File: config.mk
export PLATFORM = sky130hd
export DESIGN_NAME = mem_arbiter_flat
export DESIGN_NICKNAME = d
export VERILOG_FILES = /design/src/rtl/mem_arb_pkg.sv /design/src/rtl/mem_arbiter_if.sv /design/src/rtl/mem_arb_pick.sv /design/src/rtl/mem_arbiter.sv /design/src/flat_wrapper.sv
export SDC_FILE = /design/constraint.sdc
export NUM_CORES = 1
export LEC_CHECK = 0
export ABC_CLOCK_PERIOD_IN_PS = 2100
export CORE_ASPECT_RATIO = 0.9
export CORE_MARGIN = 5
export CORE_UTILIZATION = 37
export CTS_BUF_LIST = sky130_fd_sc_hd__clkbuf_8
export CTS_CLUSTER_SIZE = 40
export DETAILED_ROUTE_END_ITERATION = 8
export GPL_TIMING_DRIVEN = 0
export PLACE_DENSITY = 0.92
export RECOVER_POWER = 50
export SYNTH_ARGS = -nofsm -noshare
export SYNTH_HDL_FRONTEND = slang
export SYNTH_SLANG_ARGS = --single-unit
export TNS_END_PERCENT = 20
File: constraint.sdc
create_clock -name clk -period 2.1 [get_ports clk]
set_input_delay 0.525 -clock clk [delete_from_list [all_inputs] [get_ports clk]]
set_output_delay 0.525 -clock clk [all_outputs]
set_load 0.1 [all_outputs]
File: src/rtl/mem_arb_pkg.sv
// Shared types for the cache-miss memory arbiter: FSM states,
// requester IDs and the line-offset width helper.
package mem_arb_pkg;

    typedef enum logic [2:0] {
        S_IDLE  = 3'd0,
        S_CMD   = 3'd1,
        S_RDATA = 3'd2,
        S_WDATA = 3'd3,
        S_DONE  = 3'd4
    } state_t;

    typedef enum logic {
        REQ_IC = 1'b0,
        REQ_DC = 1'b1
    } req_id_t;

    function automatic int line_off_w(input int beats, input int data_w);
        return $clog2(beats * data_w / 8);
    endfunction

endpackage

File: src/rtl/mem_arbiter_if.sv
// Cache-side and memory-side bus of mem_arbiter.
// slave = arbiter view, master = caches plus memory view.
interface mem_arbiter_if #(
    parameter int ADDR_W = 32,
    parameter int DATA_W = 32
);
    logic              ic_req;
    logic [ADDR_W-1:0] ic_addr;
    logic              ic_gnt;
    logic              ic_rvalid;
    logic              ic_done;
    logic              dc_req;
    logic              dc_we;
    logic [ADDR_W-1:0] dc_addr;
    logic [DATA_W-1:0] dc_wdata;
    logic              dc_wready;
    logic              dc_gnt;
    logic              dc_rvalid;
    logic              dc_done;
    logic [DATA_W-1:0] rdata;
    logic              mem_cmd_valid;
    logic              mem_cmd_ready;
    logic [ADDR_W-1:0] mem_cmd_addr;
    logic              mem_cmd_we;
    logic [DATA_W-1:0] mem_rdata;
    logic              mem_rdata_valid;
    logic [DATA_W-1:0] mem_wdata;
    logic              mem_wdata_valid;
    logic              mem_wdata_ready;
    logic              stall;

    modport slave (
        input  ic_req, ic_addr,
        input  dc_req, dc_we, dc_addr, dc_wdata,
        input  mem_cmd_ready, mem_rdata, mem_rdata_valid,
        input  mem_wdata_ready,
        output ic_gnt, ic_rvalid, ic_done,
        output dc_gnt, dc_rvalid, dc_done, dc_wready,
        output rdata, mem_cmd_valid, mem_cmd_addr, mem_cmd_we,
        output mem_wdata, mem_wdata_valid, stall
    );

    modport master (
        output ic_req, ic_addr,
        output dc_req, dc_we, dc_addr, dc_wdata,
        output mem_cmd_ready, mem_rdata, mem_rdata_valid,
        output mem_wdata_ready,
        input  ic_gnt, ic_rvalid, ic_done,
        input  dc_gnt, dc_rvalid, dc_done, dc_wready,
        input  rdata, mem_cmd_valid, mem_cmd_addr, mem_cmd_we,
        input  mem_wdata, mem_wdata_valid, stall
    );

endinterface

File: src/rtl/mem_arb_pick.sv
// Winner selection between icache and dcache requests.
// MEM_ARB_RR_EN selects round-robin; default is fixed dcache priority.
module mem_arb_pick
    import mem_arb_pkg::*;
(
    input  logic    clk,
    input  logic    rst,
    input  logic    ic_req,
    input  logic    dc_req,
    input  logic    take,
    output req_id_t win
);

`ifdef MEM_ARB_RR_EN
    req_id_t last_q, last_d;

    always_ff @(posedge clk or negedge rst) begin
        if (!rst) begin
            last_q <= REQ_IC;
        end else begin
            last_q <= last_d;
        end
    end

    // On contention the side not granted last goes first
    always_comb begin
        win = REQ_DC;
        if (ic_req && dc_req) begin
            if (last_q == REQ_DC) begin
                win = REQ_IC;
            end
        end else if (ic_req) begin
            win = REQ_IC;
        end
        last_d = last_q;
        if (take) begin
            last_d = win;
        end
    end
`else
    logic unused_rr;

    assign unused_rr = clk ^ rst ^ take;

    always_comb begin
        win = REQ_DC;
        if (ic_req && !dc_req) begin
            win = REQ_IC;
        end
    end
`endif

endmodule

File: src/rtl/mem_arbiter.sv
// Icache/dcache miss arbiter onto one line-burst memory port.
// Build option: define MEM_ARB_RR_EN for round-robin arbitration.
module mem_arbiter
    import mem_arb_pkg::*;
#(
    parameter int ADDR_W = 32,
    parameter int DATA_W = 32,
    parameter int BEATS  = 8
) (
    input  logic          clk,
    input  logic          rst,
    mem_arbiter_if.slave  bus
);

    localparam int OFF_W = line_off_w(BEATS, DATA_W);
    localparam int CNT_W = $clog2(BEATS);
    localparam logic [CNT_W-1:0] LAST = CNT_W'(BEATS - 1);
    localparam logic [ADDR_W-1:0] LINE_MASK =
        {{(ADDR_W - OFF_W){1'b1}}, {OFF_W{1'b0}}};

    state_t            state_q, state_d;
    req_id_t           owner_q, owner_d;
    req_id_t           win;
    logic [ADDR_W-1:0] addr_q, addr_d;
    logic              we_q, we_d;
    logic [CNT_W-1:0]  cnt_q, cnt_d;
    logic              last_q, last_d;
    logic              rvalid_q, rvalid_d;
    logic [DATA_W-1:0] rdata_q, rdata_d;
    logic              any_req;
    logic              take;
    logic              rd_beat;
    logic              wr_beat;

    assign any_req = bus.ic_req | bus.dc_req;
    assign take    = (state_q == S_IDLE) && any_req;
    // last_q marks the cycle the final beat is presented; no more beats taken
    assign rd_beat = (state_q == S_RDATA) && bus.mem_rdata_valid && !last_q;
    assign wr_beat = (state_q == S_WDATA) && bus.mem_wdata_ready;

    mem_arb_pick u_pick (
        .clk    (clk),
        .rst    (rst),
        .ic_req (bus.ic_req),
        .dc_req (bus.dc_req),
        .take   (take),
        .win    (win)
    );

    always_ff @(posedge clk or negedge rst) begin
        if (!rst) begin
            state_q <= S_IDLE;
        end else begin
            state_q <= state_d;
        end
    end

    always_ff @(posedge clk or negedge rst) begin
        if (!rst) begin
            owner_q  <= REQ_IC;
            addr_q   <= '0;
            we_q     <= 1'b0;
            cnt_q    <= '0;
            last_q   <= 1'b0;
            rvalid_q <= 1'b0;
            rdata_q  <= '0;
        end else begin
            owner_q  <= owner_d;
            addr_q   <= addr_d;
            we_q     <= we_d;
            cnt_q    <= cnt_d;
            last_q   <= last_d;
            rvalid_q <= rvalid_d;
            rdata_q  <= rdata_d;
        end
    end

    always_comb begin
        state_d = state_q;
        unique case (state_q)
            S_IDLE: begin
                if (any_req) state_d = S_CMD;
            end
            S_CMD: begin
                if (bus.mem_cmd_ready) begin
                    if (we_q) state_d = S_WDATA;
                    else      state_d = S_RDATA;
                end
            end
            S_RDATA: begin
                if (last_q) state_d = S_DONE;
            end
            S_WDATA: begin
                if (wr_beat && cnt_q == LAST) state_d = S_DONE;
            end
            S_DONE: begin
                state_d = S_IDLE;
            end
            default: begin
                state_d = S_IDLE;
            end
        endcase
    end

    always_comb begin
        owner_d  = owner_q;
        addr_d   = addr_q;
        we_d     = we_q;
        cnt_d    = cnt_q;
        if (take) begin
            owner_d = win;
            if (win == REQ_DC) begin
                addr_d = bus.dc_addr;
                we_d   = bus.dc_we;
            end else begin
                addr_d = bus.ic_addr;
                we_d   = 1'b0;
            end
        end
        if (state_q == S_CMD) begin
            cnt_d = '0;
        end else if (rd_beat || wr_beat) begin
            cnt_d = cnt_q + CNT_W'(1);
        end
        last_d   = rd_beat && (cnt_q == LAST);
        rvalid_d = rd_beat;
        rdata_d  = rd_beat ? bus.mem_rdata : rdata_q;
    end

    always_comb begin
        bus.ic_gnt          = 1'b0;
        bus.dc_gnt          = 1'b0;
        bus.ic_rvalid       = 1'b0;
        bus.dc_rvalid       = 1'b0;
        bus.ic_done         = 1'b0;
        bus.dc_done         = 1'b0;
        bus.mem_cmd_valid   = (state_q == S_CMD);
        bus.mem_cmd_we      = (state_q == S_CMD) && we_q;
        bus.mem_wdata_valid = (state_q == S_WDATA);
        bus.dc_wready       = wr_beat;
        if (state_q != S_IDLE) begin
            if (owner_q == REQ_DC) begin
                bus.dc_gnt    = 1'b1;
                bus.dc_rvalid = rvalid_q;
                bus.dc_done   = (state_q == S_DONE);
            end else begin
                bus.ic_gnt    = 1'b1;
                bus.ic_rvalid = rvalid_q;
                bus.ic_done   = (state_q == S_DONE);
            end
        end
    end

    assign bus.mem_cmd_addr = addr_q & LINE_MASK;
    assign bus.rdata        = rdata_q;
    assign bus.mem_wdata    = bus.dc_wdata;
    assign bus.stall        = any_req;

endmodule

File: src/flat_wrapper.sv
// flat-port wrapper written by rule: the top's interface ports become plain ports
module mem_arbiter_flat import mem_arb_pkg::*;
#(
    parameter int ADDR_W = 32,
    parameter int DATA_W = 32,
    parameter int BEATS  = 8
)
  (clk, rst, bus_ic_req, bus_ic_addr, bus_dc_req, bus_dc_we, bus_dc_addr, bus_dc_wdata, bus_mem_cmd_ready, bus_mem_rdata, bus_mem_rdata_valid, bus_mem_wdata_ready, bus_ic_gnt, bus_ic_rvalid, bus_ic_done, bus_dc_gnt, bus_dc_rvalid, bus_dc_done, bus_dc_wready, bus_rdata, bus_mem_cmd_valid, bus_mem_cmd_addr, bus_mem_cmd_we, bus_mem_wdata, bus_mem_wdata_valid, bus_stall);
  mem_arbiter_if #(.ADDR_W(ADDR_W), .DATA_W(DATA_W)) bus_i ();
  input  logic clk;
  input  logic rst;
  input wire logic [$bits(bus_i.ic_req)-1:0] bus_ic_req;
  input wire logic [$bits(bus_i.ic_addr)-1:0] bus_ic_addr;
  input wire logic [$bits(bus_i.dc_req)-1:0] bus_dc_req;
  input wire logic [$bits(bus_i.dc_we)-1:0] bus_dc_we;
  input wire logic [$bits(bus_i.dc_addr)-1:0] bus_dc_addr;
  input wire logic [$bits(bus_i.dc_wdata)-1:0] bus_dc_wdata;
  input wire logic [$bits(bus_i.mem_cmd_ready)-1:0] bus_mem_cmd_ready;
  input wire logic [$bits(bus_i.mem_rdata)-1:0] bus_mem_rdata;
  input wire logic [$bits(bus_i.mem_rdata_valid)-1:0] bus_mem_rdata_valid;
  input wire logic [$bits(bus_i.mem_wdata_ready)-1:0] bus_mem_wdata_ready;
  output wire logic [$bits(bus_i.ic_gnt)-1:0] bus_ic_gnt;
  output wire logic [$bits(bus_i.ic_rvalid)-1:0] bus_ic_rvalid;
  output wire logic [$bits(bus_i.ic_done)-1:0] bus_ic_done;
  output wire logic [$bits(bus_i.dc_gnt)-1:0] bus_dc_gnt;
  output wire logic [$bits(bus_i.dc_rvalid)-1:0] bus_dc_rvalid;
  output wire logic [$bits(bus_i.dc_done)-1:0] bus_dc_done;
  output wire logic [$bits(bus_i.dc_wready)-1:0] bus_dc_wready;
  output wire logic [$bits(bus_i.rdata)-1:0] bus_rdata;
  output wire logic [$bits(bus_i.mem_cmd_valid)-1:0] bus_mem_cmd_valid;
  output wire logic [$bits(bus_i.mem_cmd_addr)-1:0] bus_mem_cmd_addr;
  output wire logic [$bits(bus_i.mem_cmd_we)-1:0] bus_mem_cmd_we;
  output wire logic [$bits(bus_i.mem_wdata)-1:0] bus_mem_wdata;
  output wire logic [$bits(bus_i.mem_wdata_valid)-1:0] bus_mem_wdata_valid;
  output wire logic [$bits(bus_i.stall)-1:0] bus_stall;
  assign bus_i.ic_req = bus_ic_req;
  assign bus_i.ic_addr = bus_ic_addr;
  assign bus_i.dc_req = bus_dc_req;
  assign bus_i.dc_we = bus_dc_we;
  assign bus_i.dc_addr = bus_dc_addr;
  assign bus_i.dc_wdata = bus_dc_wdata;
  assign bus_i.mem_cmd_ready = bus_mem_cmd_ready;
  assign bus_i.mem_rdata = bus_mem_rdata;
  assign bus_i.mem_rdata_valid = bus_mem_rdata_valid;
  assign bus_i.mem_wdata_ready = bus_mem_wdata_ready;
  assign bus_ic_gnt = bus_i.ic_gnt;
  assign bus_ic_rvalid = bus_i.ic_rvalid;
  assign bus_ic_done = bus_i.ic_done;
  assign bus_dc_gnt = bus_i.dc_gnt;
  assign bus_dc_rvalid = bus_i.dc_rvalid;
  assign bus_dc_done = bus_i.dc_done;
  assign bus_dc_wready = bus_i.dc_wready;
  assign bus_rdata = bus_i.rdata;
  assign bus_mem_cmd_valid = bus_i.mem_cmd_valid;
  assign bus_mem_cmd_addr = bus_i.mem_cmd_addr;
  assign bus_mem_cmd_we = bus_i.mem_cmd_we;
  assign bus_mem_wdata = bus_i.mem_wdata;
  assign bus_mem_wdata_valid = bus_i.mem_wdata_valid;
  assign bus_stall = bus_i.stall;
  mem_arbiter #(.ADDR_W(ADDR_W), .DATA_W(DATA_W), .BEATS(BEATS)) u_core (.clk(clk), .rst(rst), .bus(bus_i));
endmodule
# Word-level counts from Yosys, hierarchy flattened
# Cells that the tools add are included.
# W data, S select, Z words.
# totals
reg_bits	74
inputBits	136
out_inout_bits	107
word_cells	57
# op_classes
add_sub_neg	1
n_eq_ne	9
mux	23
n_bitwise	1
reduce_logical	15
# op_table
operator	count
$mux W32	1
$mux W3	6
$mux W1	15
$pmux W3 S4	1
$logic_and A1 B1 Y1	8
$eq A3 B2 Y1 const B	2
$eq A3 B3 Y1 const B	2
$ne A2 B1 Y1 const B	3
$reduce_and A4 Y1	1
$add A3 B1 Y3 const B	1
$eq A3 B1 Y1 const B	1
$logic_not A3 Y1	1
$reduce_bool A3 Y1	1
$logic_not A1 Y1	2
$ne A2 B2 Y1 const B	1
$reduce_bool A2 Y1	1
$logic_or A1 B1 Y1	1
$or A1 B1 Y1	1

# Depth between registers and ports, before layout
# logic_depth
word_depth	6
ltp_mapped	6
depth_no_buf	5

# Hierarchy
# A second synthesis with hierarchy kept.
# hier_totals
hier_cells	291
area_unflattened_um2	3512.1
# by_module_without_submodules
module	instances	cells_each	area_per_inst_um2
mem_arbiter	1	290	3505.9
mem_arb_pick	1	1	6.3

# Least setup slack after synthesis
# Ideal clock, no wire load.
# synth_timing
kind	register to output
startpoint	reg u_core.state_q[1]
endpoint	out bus_mem_cmd_we
t_arrival_ns	3.759
t_required_ns	1.575
path_slack_ns	-2.184
stages_incl_launch_ff	4
n_path_buf	1
cell_sequence	dfrtp_1 -> buf_2 -> nor3b_1 -> and2_1
# synth_via
elab_chain_len	2
# synth_rtl
element	line	source
start, declared	mem_arbiter.sv:21	state_t state_q, state_d;
start signal, assigned	mem_arbiter.sv:54	state_q <= state_d;
$eq A3 B1 Y1	-	
via bus_mem_cmd_valid	flat_wrapper.sv:30	output wire logic [$bits(bus_i.mem_cmd_valid)-1:0] bus_mem_cmd_valid;
$logic_and A1 B1 Y1	mem_arbiter.sv:138	bus.mem_cmd_we = (state_q == S_CMD) && we_q;
end, declared	flat_wrapper.sv:32	output wire logic [$bits(bus_i.mem_cmd_we)-1:0] bus_mem_cmd_we;
# The timed path passes the listed nets, and every way through them passes these cells.

# Worst setup path in the final report
# layout_timing
startpoint	in bus_dc_req
endpoint	out bus_stall
# layout_via
elab_chain_len	1
# layout_rtl
element	line	source
start, declared	flat_wrapper.sv:14	input wire logic [$bits(bus_i.dc_req)-1:0] bus_dc_req;
$or A1 B1 Y1	mem_arbiter.sv:35	assign any_req = bus.ic_req | bus.dc_req;
end, declared	flat_wrapper.sv:35	output wire logic [$bits(bus_i.stall)-1:0] bus_stall;
# No other way between the ends.

==> summary.txt <==
vias in the first global route: 3221
Yosys warning total: 0
failing checks: max-capacitance violations, max-slew violations
worst endpoint required time: 1.57 ns
Period Utilization, post-route: 0.991
count of state elements after synthesis: 69
critical path fanouts, max: 12
vias: 2974
die area: 0.0116 mm²
Clock Skews: 0.0163 ns
Netlist cell types: 38
DP Wirelength: 8530 µm
GRT Total Usage: 0.181
CP endpoint kind: primary output
Final Hold Fails: 0
Fillers: 718
TNS Setup: 0 ns
status: finished with violations
Netlist Area Pre-Place: 0.00353 mm²
clk buf depth: 2
unrepaired setup endpoints after global routing: yes
# port buffers: 195
M2 GR Usage: 0.326
I/O Pins: 243
core area: 0.00921 mm²
worst hold path class: flop to flop
met1 usage in global routing: 0.218
syn_area_per_cell: 12.6 µm²
Die Wd: 113 µm
largest cells by area after synthesis: dfrtp_1 (49%), mux2_4 (12%), buf_4 (9.2%), mux2i_1 (7.7%), a21oi_1 (6.8%)
utilization after layout: 0.635
CTS Sinks: 69
Cells after Synth: 281
# setup viols final: 0
FP Rows: 33
CTS buffer count: 9
Crit Path Category: primary input to primary output
Max H-tree Level: 3
largest net degree at the start of global routing: 70
WP data arrival: 1.56 ns
fmax: 0.481 GHz
Clock Tree Root: clkbuf_8
Slew Limit Headroom: -0.0226
# diodes: 0
Die H: 103 µm
GR peak layer: met2
clk slew on worst S/H paths: 0.07 ns
area leader, netlist: dfrtp_1
total gr overflow: 0
worst-margin pin slew: 1.53 ns
total wire length: 11200 µm
WHS: 0.509 ns
# nets final: 636
Initial Util: 0.383
top-area cell type share of the netlist area: 0.490
GR Layer Usage met3: 0.0522
initial antenna violation count: 0
number of hold buffers added after cts: 0
vias per cell: 4.77
most common cell in the netlist: dfrtp_1
top cells by count, synth: dfrtp_1 (69), a21oi_1 (48), buf_4 (43)
Pins Over Slew Limit: 70
CTS tree: done
drt first-iter violations: 91
DR DRC count: 0
total of max-cap violations: 1
mean routed wirelength per cell: 17.9 µm
placer congestion estimate: 0.785
antenna viol nets, final: 0
global-route wire length before repair: 16600 µm
Tmin final: 2.08 ns
Synth Flop Type: dfrtp_1
post-synthesis sequential area ratio: 0.490
ys async rst share: 1.00
element type at the critical path start: primary input
drt pass-1 iters: 4
count of flip-flops with a built-in enable after synthesis: 0
share of cells above drive strength 1: 0.380
area growth from synthesis to layout: 65.7%
Worst-Skew Late Latency: 0.33 ns
placed cells by master, fill, tap and decap left out, types with 5 or more instances in the layout:
master            n
buf_6             8
clkdlybuf4s15_1  34
clkbuf_2         12
a21oi_2          10
a21oi_1          48
clkbuf_8         11
clkdlybuf4s50_1  92
mux2i_1          27
buf_2             5
buf_4            82
dlygate4sd2_1    11
dfrtp_1          67
mux2_4           28
conb_1            5
cells by family after synthesis:
| kind of cell | share of synthesized area |
|---|---|
| compound gates | 0.114 |
| other cells | 0.00106 |
| mux | 0.209 |
| buf+inv | 0.125 |
| flops | 0.490 |
| simple gates | 0.0553 |
| fa+ha+maj | 0.00709 |
path summary, 6_finish.rpt:
| kind | depth (start not counted) | startpoint | slack, ns | to |
|---|---|---|---|---|
| max in group asynchronous | 1 | rst | 0.51 | u_core.state_q[2] |
| min | 1 | u_core.bus.rdata[21] | 0.51 | u_core.bus.rdata[21] |
| max | 3 | bus_dc_req | 0.02 | bus_stall |
| min reg2reg | 1 | u_core.bus.rdata[21] | 0.51 | u_core.bus.rdata[21] |
| min in group asynchronous | 1 | rst | 0.59 | u_core.bus.rdata[16] |
| max reg2reg | 6 | u_core.state_q[0] | 0.38 | u_core.addr_q[19] |
final cells by class:
cell class / count / area [µm²] / area share
repair buffers: 203 / 1890 / 0.324
flip-flops and latches: 69 / 1730 / 0.296
multi-input cells: 160 / 1440 / 0.247
plain buffers: 53 / 440 / 0.0753
well taps: 122 / 153 / 0.0261
clock buffers: 11 / 151 / 0.0259
clock inverters: 4 / 26.3 / 0.00449
inverters: 2 / 12.5 / 0.00214
timing repair:
action,in CTS,in global routing
hold endpoints to repair,0,0
endpoints found under the setup margin,102,58
gates resized for setup,187,50
pin swaps,2,1
cloned,0,1
setup buffers,2,5
registers in the layout, summed over array words and instances (netlist names):
signal            flops
u_core.addr_q        27
u_core.bus.rdata     32
u_core.cnt_q          3
u_core.last_q         1
u_core.owner_q        1
u_core.rvalid_q       1
u_core.state_q        3
u_core.we_q           1
critical path: stages:
cell and delay, ns:
clkdlybuf4s50_1 0.49, or2_4 0.34, buf_8 0.20
routing by layer:
layer  part of all wire  vias to the layer above
met1               0.39                     1443
met4             0.0066                        0
met2               0.52                      141
li1                   -                     1380
met3              0.087                       10
met5                  0                        -
through the flow:
step           instances  area, µm²  worst slack [ns]
2_1_floorplan        285       3610            -0.287
3_3_place_gp         602       5720             -1.90
3_5_place_dp         602       5710             -1.24
4_1_cts              618       5780         -0.000735
5_1_grt              624       5850           -0.0308
6_report             624       5850            0.0193
Power is not shown: default switching activity piles up to over one toggle a cycle in this logic, so the estimate is an artifact.
